File: src/rtl/mod_position_counter.sv
// mod_position_counter
// ---------------------------------------------------------------------------
// Modulo position counter for cursor/slot selection driven by an asynchronous
// step request such as a keyboard "key pressed" strobe. The strobe is never
// used as a clock: it is synchronised into clk, optionally debounced, and
// rising-edge detected to give a one-cycle tick.
//
// Each clock edge applies the first matching action: load, then tick with
// enable, then hold.
//
// Optional feature: define MOD_POSITION_COUNTER_DEBOUNCE_EN to insert a
// debounce filter of DEBOUNCE_CYCLES between the synchroniser and the edge
// detector. Without the macro, no debounce logic is built and the
// advance-to-out latency is exactly SYNC_STAGES edges.
//
// Parameters:
//   WIDTH           width of out / load_value
//   MODULUS         count range 0..MODULUS-1 (2 <= MODULUS <= 2**WIDTH)
//   SYNC_STAGES     synchroniser depth on advance (>= 2)
//   DEBOUNCE_CYCLES stability window, used only with the debounce macro
//
// Ports:
//   clk         system clock, all state changes on its rising edge
//   reset       asynchronous active-high reset
//   enable      count enable; ticks arriving while low are dropped
//   advance     asynchronous step request, one step per rising edge
//   dir         0 = increment, 1 = decrement (sampled on the tick cycle)
//   mode        0 = wrap, 1 = saturate (sampled on the tick cycle)
//   load        synchronous load strobe
//   load_value  value written on load, clamped to MODULUS-1
//   out         registered position
//   wrap_pulse  registered one-cycle pulse on each wrap-around
//   at_max      out == MODULUS-1 (combinational)
//   at_min      out == 0 (combinational)
// ---------------------------------------------------------------------------
module mod_position_counter #(
    parameter int WIDTH           = 2,
    parameter int MODULUS         = 4,
    parameter int SYNC_STAGES     = 2,
    parameter int DEBOUNCE_CYCLES = 16
) (
    input  logic             clk,
    input  logic             reset,
    input  logic             enable,
    input  logic             advance,
    input  logic             dir,
    input  logic             mode,
    input  logic             load,
    input  logic [WIDTH-1:0] load_value,
    output logic [WIDTH-1:0] out,
    output logic             wrap_pulse,
    output logic             at_max,
    output logic             at_min
);

    // Range constants in WIDTH+1 bits so MODULUS == 2**WIDTH still fits.
    localparam logic [WIDTH:0]   MOD_EXT = (WIDTH+1)'(MODULUS);
    localparam logic [WIDTH:0]   MAX_EXT = (WIDTH+1)'(MODULUS - 1);
    localparam logic [WIDTH-1:0] MAX_VAL = WIDTH'(MODULUS - 1);

    // -----------------------------------------------------------------------
    // Synchroniser chain on advance
    // -----------------------------------------------------------------------
    logic [SYNC_STAGES-1:0] sync_q;

    generate
        for (genvar gi = 0; gi < SYNC_STAGES; gi++) begin : g_sync
            if (gi == 0) begin : g_first
                always_ff @(posedge clk or posedge reset) begin
                    if (reset) sync_q[gi] <= 1'b0;
                    else       sync_q[gi] <= advance;
                end
            end else begin : g_rest
                always_ff @(posedge clk or posedge reset) begin
                    if (reset) sync_q[gi] <= 1'b0;
                    else       sync_q[gi] <= sync_q[gi-1];
                end
            end
        end
    endgenerate

    logic synced;
    logic level;     // level fed to the edge detector
    assign synced = sync_q[SYNC_STAGES-1];

`ifdef MOD_POSITION_COUNTER_DEBOUNCE_EN
    // -----------------------------------------------------------------------
    // Debounce: level follows synced only after DEBOUNCE_CYCLES consecutive
    // cycles of disagreement; a single agreeing cycle restarts the window.
    // -----------------------------------------------------------------------
    localparam int DB_W = $clog2(DEBOUNCE_CYCLES + 1);

    logic [DB_W-1:0] db_cnt_q;
    logic            db_level_q;

    always_ff @(posedge clk or posedge reset) begin
        if (reset) begin
            db_cnt_q   <= '0;
            db_level_q <= 1'b0;
        end else if (synced != db_level_q) begin
            if (db_cnt_q == DB_W'(DEBOUNCE_CYCLES - 1)) begin
                db_level_q <= synced;
                db_cnt_q   <= '0;
            end else begin
                db_cnt_q <= db_cnt_q + DB_W'(1);
            end
        end else begin
            db_cnt_q <= '0;
        end
    end

    assign level = db_level_q;
`else
    assign level = synced;
`endif

    // -----------------------------------------------------------------------
    // Rising-edge detect. The edge is consumed whether or not enable is high,
    // so a dropped tick is never replayed later.
    // -----------------------------------------------------------------------
    logic prev_q;
    logic tick;

    always_ff @(posedge clk or posedge reset) begin
        if (reset) prev_q <= 1'b0;
        else       prev_q <= level;
    end

    assign tick = level & ~prev_q;

    // -----------------------------------------------------------------------
    // Position register
    // -----------------------------------------------------------------------
    logic [WIDTH-1:0] out_q, out_d;
    logic             wrap_q, wrap_d;
    logic [WIDTH:0]   out_ext;

    assign out_ext = {1'b0, out_q};

    always_comb begin
        out_d  = out_q;
        wrap_d = 1'b0;
        if (load) begin
            // A tick coinciding with load is discarded, not deferred.
            if ({1'b0, load_value} >= MOD_EXT) out_d = MAX_VAL;
            else                               out_d = load_value;
        end else if (tick && enable) begin
            if (!dir) begin
                if (out_ext < MAX_EXT) begin
                    out_d = WIDTH'(out_ext + (WIDTH+1)'(1));
                end else if (!mode) begin
                    out_d  = '0;
                    wrap_d = 1'b1;
                end
            end else begin
                if (out_ext != '0) begin
                    out_d = WIDTH'(out_ext - (WIDTH+1)'(1));
                end else if (!mode) begin
                    out_d  = MAX_VAL;
                    wrap_d = 1'b1;
                end
            end
        end
    end

    always_ff @(posedge clk or posedge reset) begin
        if (reset) begin
            out_q  <= '0;
            wrap_q <= 1'b0;
        end else begin
            out_q  <= out_d;
            wrap_q <= wrap_d;
        end
    end

    assign out        = out_q;
    assign wrap_pulse = wrap_q;
    assign at_max     = (out_q == MAX_VAL);
    assign at_min     = (out_q == '0);

endmodule

File: config.mk
export PLATFORM = sky130hd
export DESIGN_NAME = mod_position_counter
export DESIGN_NICKNAME = d
export VERILOG_FILES = /design/src/rtl/mod_position_counter.sv
export SDC_FILE = /design/constraint.sdc
export NUM_CORES = 1
export LEC_CHECK = 0
export CAP_MARGIN = 20
export CORE_AREA = 2 2 39 41
export CTS_CLUSTER_DIAMETER = 200
export DETAILED_ROUTE_END_ITERATION = 6
export DIE_AREA = 0 0 41 43
export GPL_TIMING_DRIVEN = 0
export PLACE_DENSITY = 0.54
export SLEW_MARGIN = 0
export SYNTH_ARGS = -nofsm -noshare
export SYNTH_HDL_FRONTEND = slang
export SYNTH_SLANG_ARGS = --single-unit
File: constraint.sdc
create_clock -name clk -period 1.4 [get_ports clk]
set_input_delay 0.14 -clock clk [delete_from_list [all_inputs] [get_ports clk]]
set_output_delay 0.14 -clock clk [all_outputs]
set_load 0.05 [all_outputs]
# After elaboration in Yosys (flattened, before gate mapping)
# Index checks and enable logic that the tools add are counted.
[op_classes] add_sub_neg=2 n_mul=0 div=0 n_lt_le_gt_ge=1 n_eq_ne=3 n_shift=0 n_mux=13 n_bitwise=2 n_reduce_logical=5
[ops] op="2-bit two-way mux" n=7
[ops] op="4-bit by 2-bit inequality test with 1-bit output (second input constant)" n=2
[ops] op="1-bit two-way mux" n=6
[ops] op="3-bit AND reduction" n=1
[ops] op="3-bit nonzero test" n=1
[ops] op="2-bit by 1-bit adder with 2-bit output (second input constant)" n=1
[ops] op="2-bit == test (second input constant)" n=1
[ops] op="2-bit logical NOT" n=1
[ops] op="2-bit less-than comparator (second input constant)" n=1
[ops] op="2-bit nonzero test" n=1
[ops] op="2-bit by 1-bit subtractor with 2-bit output (second input constant)" n=1
[ops] op="1-bit AND" n=1
[ops] op="1-bit logical AND" n=1
[ops] op="1-bit NOT" n=1
[totals] ff_bits=6 latchBits=0 mem_bits_rw=0 romBits=0 output_inout_bits=5 word_cells=31 mem_count=0

# Longest topological paths before layout
# Gate-level depths: netlist of the first run.
[logic_depth] word_depth=5 depth_mapped=6 mapped_depth_nobuf=6

# Worst setup path before layout of the first run
# Ideal clock, no wire load.
[synth_path] path_kind="register to register" startpoint="register out_q[0] (netlist: out[0])" endpoint="register out_q[0] (netlist: out[0])" t_arrival_ps=1621 required_ps=1296 slack_ps=-325 stages_incl_launch_ff=5 synth_period_minus_slack_ps=1725 path_cell_list="dfrtp_1 -> inv_1 -> ha_1 -> o22ai_1 -> o311ai_1"
[synth_via] elab_chain_len=5 elab_cells_between_ends=12 cone_classes="2 x add/sub; 1 x order compare; 2 x eq/ne; 5 x mux; 2 x reduce/logical"
[synth_rtl] item="from (decl)" line_no="134" text="logic [WIDTH-1:0] out_q, out_d;"
[synth_rtl] item="from (signal assigned)" line_no="171" text="out_q <= out_d;"
[synth_rtl] item="2-bit by 1-bit adder with 2-bit output (tied with other cells)" line_no="150" text="out_d = WIDTH'(out_ext + (WIDTH+1)'(1));"
[synth_rtl] item="2-bit two-way mux, on equally long branches" line_no="149, 156"
[synth_rtl] item="2-bit two-way mux" line_no="148" text="if (!dir) begin"
[synth_rtl] item="2-bit two-way mux" line_no="147" text="end else if (tick && enable) begin"
[synth_rtl] item="2-bit two-way mux" line_no="143" text="if (load) begin"
# Parallel ways exist; a longest one is shown, timed or not. The select of a mux whose other input is x is not followed.
# A chain may end at the register's enable or synchronous reset.

# Worst setup path in the final report of the first run
[layout_path] startpoint="register out_q[0] (netlist: out[0])" endpoint="output out[0]"
[layout_lines] item="to (decl)" line_no="50" text="output logic [WIDTH-1:0] out,"
# No word-level cell between the ends.

==> impl_metrics.ini, run 1 <==
[setup_path]
crit_arrival_ns = 1.22
cp-end-kind = output pin
slowest_delay_ns = 0.55
worstPathCellList = dlygate4sd2_1
crit_buf_inv = 1
critPathKind = reg -> out
cp_top_family = buffers and inverters
crit_path_max_fanout = 6
crit_required_ns = 1.26
r2r_start = out[0]$_DFFE_PP0P_
startpoint_type = flop
slowest_stage = dlygate4sd2_1
r2r_slack_ns = 0.09
r2r_end = out[1]$_DFFE_PP0P_
reg2regPathDepth = 6

[run_status]
status = completed

[grt]
antenna_found_initial = 0
grt.total_usage = 0.09533
grt_first_pass_wirelength_um = 1076
grt_max_degree = 7
first_global_vias = 259
overflow = 0

[synthesis]
ys_seq_area_frac = 0.4878
synthArstFlopShare = 1.000
syn_nets = 40
synth_commonest_cells = 6 x dfrtp_1, 4 x ha_1, 4 x inv_1
synth.area.top_cells = dfrtp_1 49%, ha_1 16%, mux2i_1 6.5%
syn_area_per_cell_um2 = 11.40
synth.most_common_cell = dfrtp_1
synth_top_area_share = 0.4878
synth_cells = 27
ys.flop_type = dfrtp_1
ys_seq_elements = 6
yosysTopAreaCell = dfrtp_1
ys_warn_count = 0
synth_cell_types = 13
synth_area_um2 = 307.8
synth-edff-count = 0

[clock_network]
clock_path_buffers = 2
clk_pin_slew_worst_paths_ns = 0.05
clock-root-buffer = clkbuf_4
clock-sinks = 6
cts_buffers = 3
tritoncts = yes
insertion_delay_ns = 0.24
htreeDepth = 1

[die]
start_util = 0.2224
die_x_um = 41
die_area_um2 = 1763
io_pins = 14
fp.dieH_um = 43
num_rows = 14
fp.coreArea_um2 = 1384

[sta]
skew_ns = 0.005293
fmax_ghz = 0.7360
final.setup.tns_ns = 0
worstMarginPinSlew_ns = 0.4922
period_share = 0.9706
hold_viol_final = 0
setup-violations-final = 0
hold-worst-slack_ns = 0.1074
slew_headroom = 0.6732
slew_viol_final = 0
fin_crit_ns = 1.359
rsz0062_at_grt = yes

[place]
io_buffer_count = 13
gp_congestion = 0.6775

[finish]
diodes = 0
syn2layout_area_growth_pct = 71.95
drive_gt1_frac = 0.3864
fillers = 142
final_nets = 59

[detailed_routing]
vias = 260
drt-initial-drc-count = 0
firstDrtPassIters = 1
wl_met1_um = 306
drc = 0
highest_layer = met4
dr_wl_met3_um = 84
wirelength_um = 663
vias_per_cell = 4.333
wl_met2_um = 263
ant_nets = 0
avgRoutedWirePerCell_um = 11.05

[power_and_ir_drop]
finalPower_uw = 533.1
peakVddDrop_uv = 525.1
power.static_leakage_uw = 0.0002332
power.density_nw_per_um2 = 1007

[flow_run]
max-cap-violations = 0

[worst_hold_path]
hp-class = in -> async
==> where the power goes <==
group / total, uW / leakage [uW] / switching [uW] / internal [uW]
logic: 177 / 0.000148 / 99.7 / 76.9
clock network: 155 / 0.0000138 / 58.7 / 96.7
registers: 201 / 0.0000709 / 14.7 / 186
total: 533 / 0.000233 / 173 / 360
==> per-layer routing <==
metal,vias up,track usage
met5,-,0
met4,0,0.04000
met3,2,0.06283
met2,16,0.1219
met1,117,0.1229
li1,125,-
==> how the worst max path moves through the flow <==
| stage | depth (start not counted) | endpoint | from |
|---|---|---|---|
| 2_1_floorplan | 5 | out[0]$_DFFE_PP0P_ | out[0]$_DFFE_PP0P_ |
| 3_3_place_gp | 3 | at_min | out[0]$_DFFE_PP0P_ |
| 3_5_place_dp | 3 | at_min | out[0]$_DFFE_PP0P_ |
| 4_1_cts | 4 | out[0]$_DFFE_PP0P_ | out[0]$_DFFE_PP0P_ |
| 5_1_grt | 6 | out[1]$_DFFE_PP0P_ | out[0]$_DFFE_PP0P_ |
| 6_report | 1 | out[0] | out[0]$_DFFE_PP0P_ |
==> registers in the layout, summed over array words and instances (netlist names) <==
signal      cells
level           1
sync_q          1
out             2
prev_q          1
wrap_pulse      1
==> layout by cell type (no fill, tap or decap), drive strengths merged <==
cell type and n:
mux2i 2, xor2 1, buf 2, clkbuf 4
ha 4, dfrtp 6, nor4 1, inv 4
nand3b 2, o21ai 1, dlygate4sd2 3, o311ai 1
nor2 1, o22ai 1, nand2 2, clkdlybuf4s50 8
o21bai 1
==> cell families after synthesis <==
family / Yosys count / share of synthesized area
AO/OA/AOI/OAI: 4 / 0.1016
XOR/XNOR: 1 / 0.02846
adder cells (fa/ha/maj): 4 / 0.1626
buffers and inverters: 4 / 0.04877
flip-flops: 6 / 0.4878
multiplexers: 2 / 0.06504
AND/OR/NAND/NOR: 6 / 0.1057
==> metrics by stage <==
step,utilization,setup slack [ns],instance area [um^2],instances
2_1_floorplan,-,-0.04981,331.6,27
3_3_place_gp,0.3481,-0.2358,481.7,56
3_5_place_dp,0.3481,-0.2540,481.7,56
4_1_cts,0.3644,0.0002988,504.2,60
5_1_grt,0.3825,-0.02363,529.3,60
6_report,0.3825,0.04121,529.3,60
==> timing repair <==
item	4_1_cts	5_1_grt
setup endpoints to repair	6	4
resized for setup	11	8
hold buffers	0	0
pin swaps	1	3
buffers inserted	1	0
==> area by class of cell <==
class,instances,area [um^2],share of cell area
clock buffers,3,22.52,0.04255
repair buffers,14,126.4,0.2388
multi-input cells,17,190.2,0.3593
well taps,16,20.02,0.03783
inverters,4,17.52,0.03310
flip-flops and latches,6,152.6,0.2884
(Power assumes the default switching activity.)
==> run 2, diff against run 1 <==
- GPL_ROUTABILITY_DRIVEN: default -> 0
==> results of run 2 <==
Same layout as run 1: the final DEF is identical, and so are final timing and power.
